--- src/rtl/pwm_tick_gen_if.sv ---
// pwm_tick_gen_if: groups the PWM generator's control inputs and waveform
// outputs so they can be passed around as a single bundle.
//   tick         advance pulse from the upstream divider
//   en           run enable, level-sensitive
//   duty         requested high time in ticks (CW bits)
//   pwm_out      registered PWM waveform
//   period_start one-cycle pulse on each period wrap
//   cnt          current tick position inside the period
// master drives the controls and observes the outputs; slave is the generator.
interface pwm_tick_gen_if #(
  parameter int CW = 8
);
  logic          tick;
  logic          en;
  logic [CW-1:0] duty;
  logic          pwm_out;
  logic          period_start;
  logic [CW-1:0] cnt;

  modport master (
    output tick, en, duty,
    input  pwm_out, period_start, cnt
  );

  modport slave (
    input  tick, en, duty,
    output pwm_out, period_start, cnt
  );
endinterface

--- src/rtl/pwm_tick_gen.sv ---
// pwm_tick_gen: PWM waveform whose time base advances only on the divider
// tick. The duty request is double-buffered in a shadow register that is
// reloaded only while idle or at a period wrap, so a duty change never
// produces a runt or stretched pulse.
// Ports:
//   sys_clk    system clock, the only clock
//   sys_rst_n  asynchronous active-low reset
//   bus        pwm_tick_gen_if.slave: tick/en/duty in, pwm_out/period_start/cnt out
module pwm_tick_gen #(
  parameter int PERIOD = 10,
  parameter int CW     = 8
) (
  input  logic             sys_clk,
  input  logic             sys_rst_n,
  pwm_tick_gen_if.slave    bus
);

  localparam logic [CW-1:0] PER_C  = CW'(PERIOD);
  localparam logic [CW-1:0] LAST_C = CW'(PERIOD - 1);

  logic [CW-1:0] cnt_q, cnt_d;
  logic [CW-1:0] duty_sh_q, duty_sh_d;
  logic          pwm_q, pwm_d;
  logic          ps_q, ps_d;
  logic [CW-1:0] dsat;
  logic          adv;

  // Requests above the period would just mean "always high"; clamp so the
  // shadow never holds a value the counter cannot reach.
  assign dsat = (bus.duty > PER_C) ? PER_C : bus.duty;
  assign adv  = bus.en & bus.tick;

  always_comb begin
    cnt_d     = cnt_q;
    duty_sh_d = duty_sh_q;
    ps_d      = 1'b0;
    // Uses the pre-edge enable, so dropping en clears pwm on the same edge
    // that clears the counter.
    pwm_d     = bus.en & (cnt_q < duty_sh_q);
    if (!bus.en) begin
      // Idle keeps the shadow tracking the request so the first period after
      // enable already uses the current duty.
      cnt_d     = '0;
      duty_sh_d = dsat;
    end else if (adv) begin
      if (cnt_q == LAST_C) begin
        cnt_d     = '0;
        duty_sh_d = dsat;
        ps_d      = 1'b1;
      end else begin
        cnt_d = cnt_q + CW'(1);
      end
    end
  end

  always_ff @(posedge sys_clk or negedge sys_rst_n) begin
    if (!sys_rst_n) begin
      cnt_q     <= '0;
      duty_sh_q <= '0;
      pwm_q     <= 1'b0;
      ps_q      <= 1'b0;
    end else begin
      cnt_q     <= cnt_d;
      duty_sh_q <= duty_sh_d;
      pwm_q     <= pwm_d;
      ps_q      <= ps_d;
    end
  end

  assign bus.cnt          = cnt_q;
  assign bus.pwm_out      = pwm_q;
  assign bus.period_start = ps_q;

endmodule

--- src/flat_wrapper.sv ---
// flat-port wrapper written by rule: the top's interface ports become plain ports
module pwm_tick_gen_flat 
#(
  parameter int PERIOD = 10,
  parameter int CW     = 8
)
  (sys_clk, sys_rst_n, bus_tick, bus_en, bus_duty, bus_pwm_out, bus_period_start, bus_cnt);
  pwm_tick_gen_if #(.CW(CW)) bus_i ();
  input  logic sys_clk;
  input  logic sys_rst_n;
  input wire logic [$bits(bus_i.tick)-1:0] bus_tick;
  input wire logic [$bits(bus_i.en)-1:0] bus_en;
  input wire logic [$bits(bus_i.duty)-1:0] bus_duty;
  output wire logic [$bits(bus_i.pwm_out)-1:0] bus_pwm_out;
  output wire logic [$bits(bus_i.period_start)-1:0] bus_period_start;
  output wire logic [$bits(bus_i.cnt)-1:0] bus_cnt;
  assign bus_i.tick = bus_tick;
  assign bus_i.en = bus_en;
  assign bus_i.duty = bus_duty;
  assign bus_pwm_out = bus_i.pwm_out;
  assign bus_period_start = bus_i.period_start;
  assign bus_cnt = bus_i.cnt;
  pwm_tick_gen #(.PERIOD(PERIOD), .CW(CW)) u_core (.sys_clk(sys_clk), .sys_rst_n(sys_rst_n), .bus(bus_i));
endmodule
--- config.mk ---
export PLATFORM = sky130hd
export DESIGN_NAME = pwm_tick_gen_flat
export DESIGN_NICKNAME = d
export VERILOG_FILES = /design/src/rtl/pwm_tick_gen_if.sv /design/src/rtl/pwm_tick_gen.sv /design/src/flat_wrapper.sv
export SDC_FILE = /design/constraint.sdc
export NUM_CORES = 1
export LEC_CHECK = 0
export CAP_MARGIN = 30
export CELL_PAD_IN_SITES_DETAIL_PLACEMENT = 1
export CELL_PAD_IN_SITES_GLOBAL_PLACEMENT = 1
export CORE_MARGIN = 2
export CORE_UTILIZATION = 45
export CTS_BUF_LIST = sky130_fd_sc_hd__clkbuf_16
export CTS_CLUSTER_SIZE = 10
export DETAILED_ROUTE_END_ITERATION = 6
export DONT_BUFFER_PORTS = 1
export PLACE_DENSITY_LB_ADDON = 0.1
export SLEW_MARGIN = 30
export SYNTH_ARGS = -nofsm -noshare
export SYNTH_HDL_FRONTEND = slang
export SYNTH_SLANG_ARGS = --single-unit
--- constraint.sdc ---
create_clock -name sys_clk -period 2.6 [get_ports sys_clk]
set_clock_uncertainty 0.2 [all_clocks]
set_input_delay 0.26 -clock sys_clk [delete_from_list [all_inputs] [get_ports sys_clk]]
set_output_delay 0.26 -clock sys_clk [all_outputs]
set_load 0.05 [all_outputs]
==> results of run 1 <==
-- worst reg2reg max path, stage by stage (launching register included) --
cell and delay, ns:
dfrtp_1 0.37, inv_1 0.06, ha_1 0.16, nand4bb_2 0.17, o31ai_4 0.39, buf_4 0.24
mux2i_1 0.19
-- per-layer routing --
metal | vias to the layer above | track usage (%) | share of wire (%)
met5 | - | 0 | 0
met4 | 0 | 11.8 | 2.1
met3 | 5 | 5.17 | 3.7
met2 | 17 | 34.2 | 48
met1 | 396 | 26.5 | 46
li1 | 392 | - | -
-- registers in the layout (all words and copies together), names as in the netlist --
| register | flops |
|---|---|
| u_core.bus.cnt | 8 |
| u_core.bus.period_start | 1 |
| u_core.bus.pwm_out | 1 |
| u_core.duty_sh_q | 8 |
-- final timing paths --
kind | to | depth (start not counted) | slack [ns] | startpoint
setup / recovery | u_core.duty_sh_q[3]$_DFFE_PN0P_ | 6 | 0.75 | u_core.bus.cnt[1]$_DFFE_PN0P_
setup reg to reg | u_core.duty_sh_q[3]$_DFFE_PN0P_ | 6 | 0.75 | u_core.bus.cnt[1]$_DFFE_PN0P_
hold reg to reg | u_core.duty_sh_q[5]$_DFFE_PN0P_ | 2 | 0.29 | u_core.duty_sh_q[5]$_DFFE_PN0P_
max in group asynchronous | u_core.bus.cnt[1]$_DFFE_PN0P_ | 1 | 1.33 | sys_rst_n
hold / removal | u_core.duty_sh_q[2]$_DFFE_PN0P_ | 2 | -0.0008 | bus_duty[3]
min in group asynchronous | u_core.bus.period_start$_DFF_PN0_ | 1 | 0.36 | sys_rst_n
-- report_power, final --
group	switching, mW	internal, mW
clock	0.109	0.205
sequential	0.00589	0.285
combinational	0.0383	0.0182
-- final cells by class --
class	count	area (um2)	area share, %
clock inverter	1	3.75	0.307
inverter	11	41.3	3.38
clock buffer	3	75.1	6.14
tap	28	35.0	2.87
sequential	18	450	36.8
timing repair buffer	12	97.6	7.98
multi-input combinational	69	519	42.5
-- metrics by stage --
step / hold slack [ns] / total power, mW / utilization [%] / std cells / instance area, um2
final: -0.000780 / 0.661 / 55.8 / 142 / 1220
after CTS: 0.00247 / 0.668 / 55.8 / 142 / 1220
after floorplan: -0.236 / 0.331 / - / 100 / 1030
after detailed placement: -0.235 / 0.342 / 50.8 / 135 / 1110
after global routing: 0.00313 / 0.688 / 55.8 / 142 / 1220
after global placement: -0.235 / 0.340 / 50.8 / 135 / 1110
-- cell usage after synthesis (all sizes together) --
cell	instances	area, um2
nor3	1	5.00
o211ai	2	15.0
buf	1	11.3
and3	1	6.26
nor2b	2	12.5
inv	11	41.3
nand3b	2	15.0
a221oi	1	8.76
o21ai	9	45.0
nand4	3	18.8
o41ai	1	8.76
and2	1	6.26
nand4bb	1	16.3
ha	9	113
a21o	1	7.51
o2111a	1	11.3
mux2i	2	20.0
or4	2	15.0
nand3	2	10.0
nand2	6	22.5
nor3b	1	7.51
mux2	2	26.3
o21bai	1	7.51
a21boi	1	7.51
a211oi	1	7.51
nor4	1	6.26
or3	4	30.0
clkbuf	1	3.75
a21oi	4	20.0
o31ai	2	28.8
nand2b	1	6.26
nor2	4	15.0
dfrtp	18	450
-- logic make-up (layout without fill, tap and decap cells) --
kind of cell | after synthesis | count (layout) | synth area share, %
adder cells (fa/ha/maj) | 9 | 9 | 11.0
buffers and inverters | 13 | 27 | 5.49
flip-flops | 18 | 18 | 43.9
AND/OR/NAND/NOR | 32 | 32 | 18.8
multiplexers | 4 | 4 | 4.51
AO/OA/AOI/OAI | 24 | 24 | 16.3
-- layout by cell type (no fill, tap or decap), types with 2 or more instances in the layout --
cell type	count
nand4_1	3
o21ai_0	9
nand3b_1	2
o211ai_1	2
nand3_1	2
buf_4	9
nor2b_1	2
or4_1	2
nor2_1	4
ha_1	9
clkbuf_16	3
mux2i_1	2
a21oi_1	4
dlygate4sd3_1	3
inv_1	11
or3_1	3
nand2_1	6
dfrtp_1	18
==> metrics, run 1 <==
Tcrit/Tclk final=71.2%; Final Hold Viols=1; DP Worst Slack=0.744 ns; WHS=-0.000780 ns; Setup TNS=0 ns; Placer Congestion=0.722; library cells used by synthesis=36; largest stage delay on the critical path=0.39 ns; Initial DRC Count=6; CP delay by family, top=compound AO/OA/AOI/OAI gates; htree depth=1; layout cell share with drive strength beyond 1=14.9%; PortBufs=0; normalized max-slew margin=43.9%; Setup crit start kind=register; Power Density=541 nW/um2; P&R area growth vs syn=19.1%; Placeable Area=2190 um2; clock latency on the worst-skew pair=0.25 ns; Top Ports=22; Post-DP HPWL=1.82 mm; crit-path max FO=8; RSZ-0062 raised after global routing=false; final antenna-violating net count=0; Clock Root Buffer=clkbuf_16; Num CTS Buffers=3; Antenna diodes=0; Max Slew Vio Count=0; CTS tree=yes; largest net degree at the start of global routing=19; worst hold path class=input port to register; Post-CTS Resized=0; post-DR wirelength/cell=17.4 um; maximum clock rate=540 MHz; final global-route overflow total=0; hold_buf cts=3; Max-cap violations=0; endpoint class of the critical path=register; status=finished, violations left; final layout net count=136; postcts setup bufs=0; critical path start-end classification=register to register; Post-Syn Area=1030 um2; post-synthesis area per instance=10.3 um2; final setup margin=0.748 ns; DIE WIDTH=51.8 um; die area=2680 um2; setup violators final=0; sequential fraction of the synthesis area=43.9%; WP buf/inv=2; First-pass DRT Iterations=4; min Tclk post-route=1.85 ns; drt total wl=2.48 mm; detailed-route via count=810; leakage=0.552 nW; worst-margin pin slew=0.838 ns; fillers=254; Critical-path top delay cell=o31ai_4; Max Root-Sink Buffers=2; Worst Path Required=2.57 ns; drt drc=0; initial antenna violation count=0; syn nets=121; YS warnings=0; GRT Total Usage=21.4%; post-DR vias/cell=5.70; initial core utilization=46.8%; global-route wire length before repair=3.91 mm; Cell Rows=17; worst-path cell chain=inv_1 > ha_1 > nand4bb_2 > o31ai_4 > buf_4 > mux2i_1; failing checks=negative hold slack; Mapped Cells=100; Arr. time, crit path=1.83 ns; CTS clock-pin slew for the worst setup and hold paths=0.05 ns; Die Y=51.8 um; IR drop worst, VDD=0.000362 V; Clock Sinks=18; number of global-route vias before repair=797; post-synthesis sequential element count=18
No activity file was read; power rests on OpenSTA's default activity.
==> run 2: changes to the inputs <==
==> constraint.sdc (replaced) <==
create_clock -name sys_clk -period 1.9 [get_ports sys_clk]
set_clock_uncertainty 0.2 [all_clocks]
set_input_delay 0.19 -clock sys_clk [delete_from_list [all_inputs] [get_ports sys_clk]]
set_output_delay 0.19 -clock sys_clk [all_outputs]
set_load 0.05 [all_outputs]
==> run 2 against run 1 <==
  * The run now ends clean
  * Largest cell class unchanged
  * Die area is the same
  * Count of clock-buffer cells in the layout is the same
  * Non-clock buffer count grew 6
  * Register-to-register slack lost 0.67 ns
  * Sequential share of layout area shrank 1.7 points
  * Cell area grew 7.1%
  * Sequential power grew 38%
==> metrics, run 2 (same netlist as run 1, synthesis figures left out) <==
status=completed (was finished, violations left); Cell Rows=17 (unchanged); RSZ-0062 raised after global routing=true (was false); Antenna diodes=0 (unchanged); PortBufs=0 (unchanged); endpoint class of the critical path=register (unchanged); power share of the sequential group=43.8% (was 44.0%); post-DR vias/cell=5.70 (about the same); sw power=0.214 mW (was 0.153 mW); worst r2r src=u_core.bus.cnt[1]$_DFFE_PN0P_ (unchanged); clock latency on the worst-skew pair=0.25 ns (about the same); die area=2680 um2 (unchanged); post-DR wirelength/cell=18.7 um (was 17.4 um); number of global-route vias before repair=925 (was 797); global-route wire length before repair=4.62 mm (was 3.91 mm); reg2reg end=u_core.duty_sh_q[0]$_DFFE_PN0P_ (was u_core.duty_sh_q[3]$_DFFE_PN0P_); multi-input combinational cell area=543 um2 (was 519 um2); register area=460 um2 (was 450 um2); maximum clock rate=548 MHz (was 540 MHz); Max-cap violations=0 (unchanged); internal power=0.705 mW (was 0.508 mW); initial core utilization=46.8% (unchanged); Worst Path Required=1.83 ns (was 2.57 ns); CTS clock-pin slew for the worst setup and hold paths=0.06 ns (was 0.05 ns); initial antenna violation count=0 (unchanged); drt total wl=2.76 mm (was 2.48 mm); layout cell share with drive strength beyond 1=26.7% (was 14.9%); power share of the clock group=46.6% (was 47.5%); Clock Sinks=18 (unchanged); CTS tree=yes (unchanged); most frequent cells in the layout=buf_4 (12), inv_1 (10), dfrtp_1 (10) (was dfrtp_1 (18), inv_1 (11), o21ai_0 (9), ha_1 (9), buf_4 (9)); worst-margin pin slew=0.847 ns (was 0.838 ns); drt drc=0 (unchanged); Die Y=51.8 um (unchanged); postcts setup bufs=0 (unchanged); Tcrit/Tclk final=96.0% (was 71.2%); fillers=243 (was 254); Final Power=0.918 mW (was 0.661 mW); final layout net count=142 (was 136); normalized max-slew margin=43.4% (was 43.9%); IR drop worst, VDD=0.000412 V (was 0.000362 V); crit-path max FO=4 (was 8); Setup crit start kind=register (unchanged); min Tclk post-route=1.82 ns (was 1.85 ns); DIE WIDTH=51.8 um (unchanged); Critical Path Source=u_core.bus.cnt[1]$_DFFE_PN0P_ (unchanged); Initial DRC Count=6 (unchanged); Power Density=702 nW/um2 (was 541 nW/um2); GRT Total Usage=24.6% (was 21.4%); area post-placement=1160 um2 (was 1110 um2); worst hold path class=input port to register (unchanged); CP endpoint=u_core.duty_sh_q[0]$_DFFE_PN0P_ (was u_core.duty_sh_q[3]$_DFFE_PN0P_); combinational share of power=9.7% (was 8.5%); Net Sw Frac=23.3% (was 23.2%); Post-DP HPWL=1.93 mm (was 1.82 mm); Max Root-Sink Buffers=2 (unchanged); htree depth=1 (unchanged); final antenna-violating net count=0 (unchanged); critical path start-end classification=register to register (unchanged); Clock Root Buffer=clkbuf_16 (unchanged); Arr. time, crit path=1.75 ns (was 1.83 ns); Top Ports=22 (unchanged); detailed-route via count=844 (was 810); final global-route overflow total=0 (unchanged); leakage=0.569 nW (was 0.552 nW); R2R cell count=5 (was 6); r2r setup slk=0.08 ns (was 0.75 ns); Final Hold Viols=0 (was 1); First-pass DRT Iterations=4 (unchanged); setup violators final=0 (unchanged); Num CTS Buffers=3 (unchanged); post-route cell area=1310 um2 (was 1220 um2); Max Slew Vio Count=0 (unchanged); commonest non-fill, non-tap cell in the layout=buf_4 (was dfrtp_1); P&R area growth vs syn=27.6% (was 19.1%); largest net degree at the start of global routing=19 (unchanged); Placeable Area=2190 um2 (unchanged); Placer Congestion=0.734 (was 0.722)
==> run 2: changes by cell type in the layout (fill, tap and decap cells not counted), moves of 3 or more <==
cell           change
dfrtp_1            -8
buf_4              +3
dfrtp_2            +8
dlygate4sd3_1      +3
==> run 2: metal layers <==
metal / track usage (%) / routed length [um] / vias to the layer above
li1: - / - / 401
met1: 29.1 / 1170 / 421
met2: 44.7 / 1470 / 18
met3: 4.02 / 94 / 4
met4: 8.33 / 22 / 0
met5: 0 / 0 / -
==> run 2: timing repair <==
item,CTS,global route
hold endpoints to repair,25,0
gates resized for setup,1,2
cloned,0,0
pin swaps,1,0
hold buffers,6,0
setup endpoints to repair,1,2
==> run 2: final cells by class <==
cell class	instances	share of cell area (%)
clock buffer	3	5.74
tap	28	2.68
inverter	11	3.15
multi-input combinational	69	41.5
clock inverter	1	0.287
sequential	18	35.2
timing repair buffer	18	11.5
==> run 2: power by group through the flow <==
| stage | clock [mW] | sequential (mW) | combinational [mW] |
|---|---|---|---|
| floorplan | 0 | 0.424 | 0.0325 |
| global placement | 0 | 0.408 | 0.0676 |
| detailed placement | 0 | 0.409 | 0.0696 |
| CTS | 0.430 | 0.402 | 0.0888 |
| global route | 0.453 | 0.403 | 0.0980 |
| finish | 0.427 | 0.402 | 0.0890 |
==> run 2: worst min path at each step <==
stage / to / from / slack [ns] / cells past startpoint
after CTS: u_core.duty_sh_q[1]$_DFFE_PN0P_ / bus_duty[1] / 0.02 / 3
after floorplan: u_core.bus.cnt[0]$_DFFE_PN0P_ / sys_rst_n / -0.31 / 0
after detailed placement: u_core.bus.pwm_out$_DFF_PN0_ / sys_rst_n / -0.31 / 0
after global routing: u_core.duty_sh_q[1]$_DFFE_PN0P_ / bus_duty[1] / 0.04 / 3
final: u_core.duty_sh_q[1]$_DFFE_PN0P_ / bus_duty[1] / 0.02 / 3
after global placement: u_core.bus.cnt[6]$_DFFE_PN0P_ / sys_rst_n / -0.31 / 0
==> run 2: critical path, cell delays in order, from the launching register on <==
cell and delay (ns):
dfrtp_2 0.40, inv_2 0.07, ha_4 0.12, nand4bb_2 0.16, o31ai_4 0.36, mux2_2 0.38
==> run 2: per-stage QoR <==
stage / hold WS [ns] / setup TNS (ns) / worst slack [ns] / utilization [%] / instances
2_1_floorplan: -0.306 / -0.0568 / -0.0568 / - / 100
3_3_place_gp: -0.305 / 0 / 0.148 / 52.9 / 138
3_5_place_dp: -0.305 / 0 / 0.0359 / 52.9 / 138
4_1_cts: 0.0189 / 0 / 0.0233 / 59.5 / 148
5_1_grt: 0.0351 / -0.0125 / -0.0125 / 59.7 / 148
6_report: 0.0184 / 0 / 0.0768 / 59.7 / 148
==> run 3: changes to the inputs <==
==> constraint.sdc (replaced) <==
create_clock -name sys_clk -period 1.9 [get_ports sys_clk]
set_clock_uncertainty 0.2 [all_clocks]
set_input_delay 0.38 -clock sys_clk [delete_from_list [all_inputs] [get_ports sys_clk]]
set_output_delay 0.38 -clock sys_clk [all_outputs]
set_load 0.05 [all_outputs]
==> run 3 against run 2 <==
  * Sequential power about the same
  * Core utilization decreased by 2.3 points
  * Worst setup slack hardly changed
  * Combinational power fell by 10%
  * Wire length is 5.3% lower
==> metrics, run 3 (same netlist as run 1, synthesis figures left out) <==
utilization after layout=57.5% (was 59.7%); initial core utilization=46.8% (unchanged); Final Power=0.910 mW (was 0.918 mW); Placer Congestion=0.734 (unchanged); Worst Path Required=1.83 ns (about the same); most frequent cells in the layout=buf_4 (12), inv_1 (10), dfrtp_1 (10) (unchanged); Clock Root Buffer=clkbuf_16 (unchanged); fillers=244 (was 243); Num CTS Buffers=3 (unchanged); P&R area growth vs syn=22.7% (was 27.6%); CTS tree=yes (unchanged); WHS=0.0770 ns (was 0.0184 ns); Post-DP HPWL=1.93 mm (unchanged); CTS clock-pin slew for the worst setup and hold paths=0.06 ns (about the same); Tcrit/Tclk final=96.0% (about the same); Arr. time, crit path=1.75 ns (about the same); dpl cells=138 (unchanged); largest net degree at the start of global routing=19 (unchanged); Max-cap violations=0 (unchanged); final antenna-violating net count=0 (unchanged); worst hold path class=input port to register (unchanged); IR drop worst, VDD=0.000413 V (was 0.000412 V); Final Hold Viols=0 (unchanged); post-DR vias/cell=5.83 (was 5.70); GRT Total Usage=23.0% (was 24.6%); endpoint class of the critical path=register (unchanged); normalized max-slew margin=43.4% (about the same); Initial DRC Count=5 (was 6); layout cell share with drive strength beyond 1=27.8% (was 26.7%); final setup margin=0.0766 ns (was 0.0768 ns); Die Y=51.8 um (unchanged); final layout net count=137 (was 142); maximum clock rate=548 MHz (about the same); Max Slew Vio Count=0 (unchanged); setup violators final=0 (unchanged); Cell Rows=17 (unchanged); status=completed (unchanged); Max Root-Sink Buffers=2 (unchanged); leakage=0.551 nW (was 0.569 nW); initial antenna violation count=0 (unchanged); htree depth=1 (unchanged); postcts setup bufs=0 (unchanged); Top Ports=22 (unchanged); Setup crit start kind=register (unchanged); clock latency on the worst-skew pair=0.25 ns (about the same); detailed-route via count=833 (was 844); final global-route overflow total=0 (unchanged); die area=2680 um2 (unchanged); min Tclk post-route=1.82 ns (about the same); RSZ-0062 raised after global routing=true (unchanged); worst-margin pin slew=0.846 ns (was 0.847 ns); commonest non-fill, non-tap cell in the layout=buf_4 (unchanged); DP Worst Slack=0.0359 ns (unchanged); drt drc=0 (unchanged); global-route wire length before repair=4.34 mm (was 4.62 mm); number of global-route vias before repair=882 (was 925); First-pass DRT Iterations=4 (unchanged); DIE WIDTH=51.8 um (unchanged); critical path start-end classification=register to register (unchanged); Placeable Area=2190 um2 (unchanged); Clock Sinks=18 (unchanged); PortBufs=0 (unchanged); Final Non-Filler Cells=143 (was 148); Antenna diodes=0 (unchanged); drt total wl=2.62 mm (was 2.76 mm); Power Density=723 nW/um2 (was 702 nW/um2); post-DR wirelength/cell=18.3 um (was 18.7 um); crit-path max FO=4 (unchanged)
[run 3: changes by cell type in the layout (fill, tap and decap cells not counted)]
cell / change
dlygate4sd3_1: -5
[run 3: timing repair]
action                                 4_1_cts  5_1_grt
hold buffers                                 1        0
gates resized for setup                      1        2
pin swaps                                    1        0
endpoints found under the hold margin       18        0
setup endpoints to repair                    1        2
[run 3: layout make-up]
type	instances	area [um2]	share of cell area, %
repair buffers	13	100	7.95
flip-flops and latches	18	460	36.6
inverters	11	41.3	3.28
clock inverters	1	3.75	0.298
multi-input cells	69	543	43.1
clock buffers	3	75.1	5.96
well taps	28	35.0	2.78
[run 3: metrics by stage]
step | TNS [ns] | cell area (um2)
final | 0 | 1260
after global routing | -0.0118 | 1260
after CTS | 0 | 1250
after detailed placement | 0 | 1160
after global placement | 0 | 1160
after floorplan | -0.0568 | 1050
[run 3: power by group]
| group | leakage, nW | internal (mW) | switching [mW] |
|---|---|---|---|
| clock | 0.0385 | 0.280 | 0.148 |
| sequential | 0.225 | 0.391 | 0.0111 |
| combinational | 0.288 | 0.0284 | 0.0514 |
[run 3: routing by layer]
| metal | vias to the layer above | global-route usage (%) | share of wire [%] |
|---|---|---|---|
| li1 | 390 | - | - |
| met1 | 415 | 27.1 | 43 |
| met2 | 20 | 41.7 | 52 |
| met3 | 8 | 4.02 | 3.5 |
| met4 | 0 | 8.33 | 1.9 |
| met5 | - | 0 | 0 |
[run 3: final timing paths]
kind / from / end / slack, ns / cells after the start
setup reg to reg: u_core.bus.cnt[1]$_DFFE_PN0P_ / u_core.duty_sh_q[0]$_DFFE_PN0P_ / 0.08 / 5
max in group asynchronous: sys_rst_n / u_core.bus.cnt[3]$_DFFE_PN0P_ / 0.43 / 1
setup / recovery: u_core.bus.cnt[1]$_DFFE_PN0P_ / u_core.duty_sh_q[0]$_DFFE_PN0P_ / 0.08 / 5
min in group asynchronous: sys_rst_n / u_core.bus.cnt[4]$_DFFE_PN0P_ / 0.48 / 1
hold reg to reg: u_core.duty_sh_q[7]$_DFFE_PN0P_ / u_core.duty_sh_q[7]$_DFFE_PN0P_ / 0.30 / 2
hold / removal: bus_en / u_core.bus.cnt[7]$_DFFE_PN0P_ / 0.08 / 1
[run 3: critical path, cell delays in order (launching register included)]
cell	delay, ns
dfrtp_2	0.40
inv_2	0.07
ha_4	0.12
nand4bb_2	0.16
o31ai_4	0.36
mux2_2	0.38
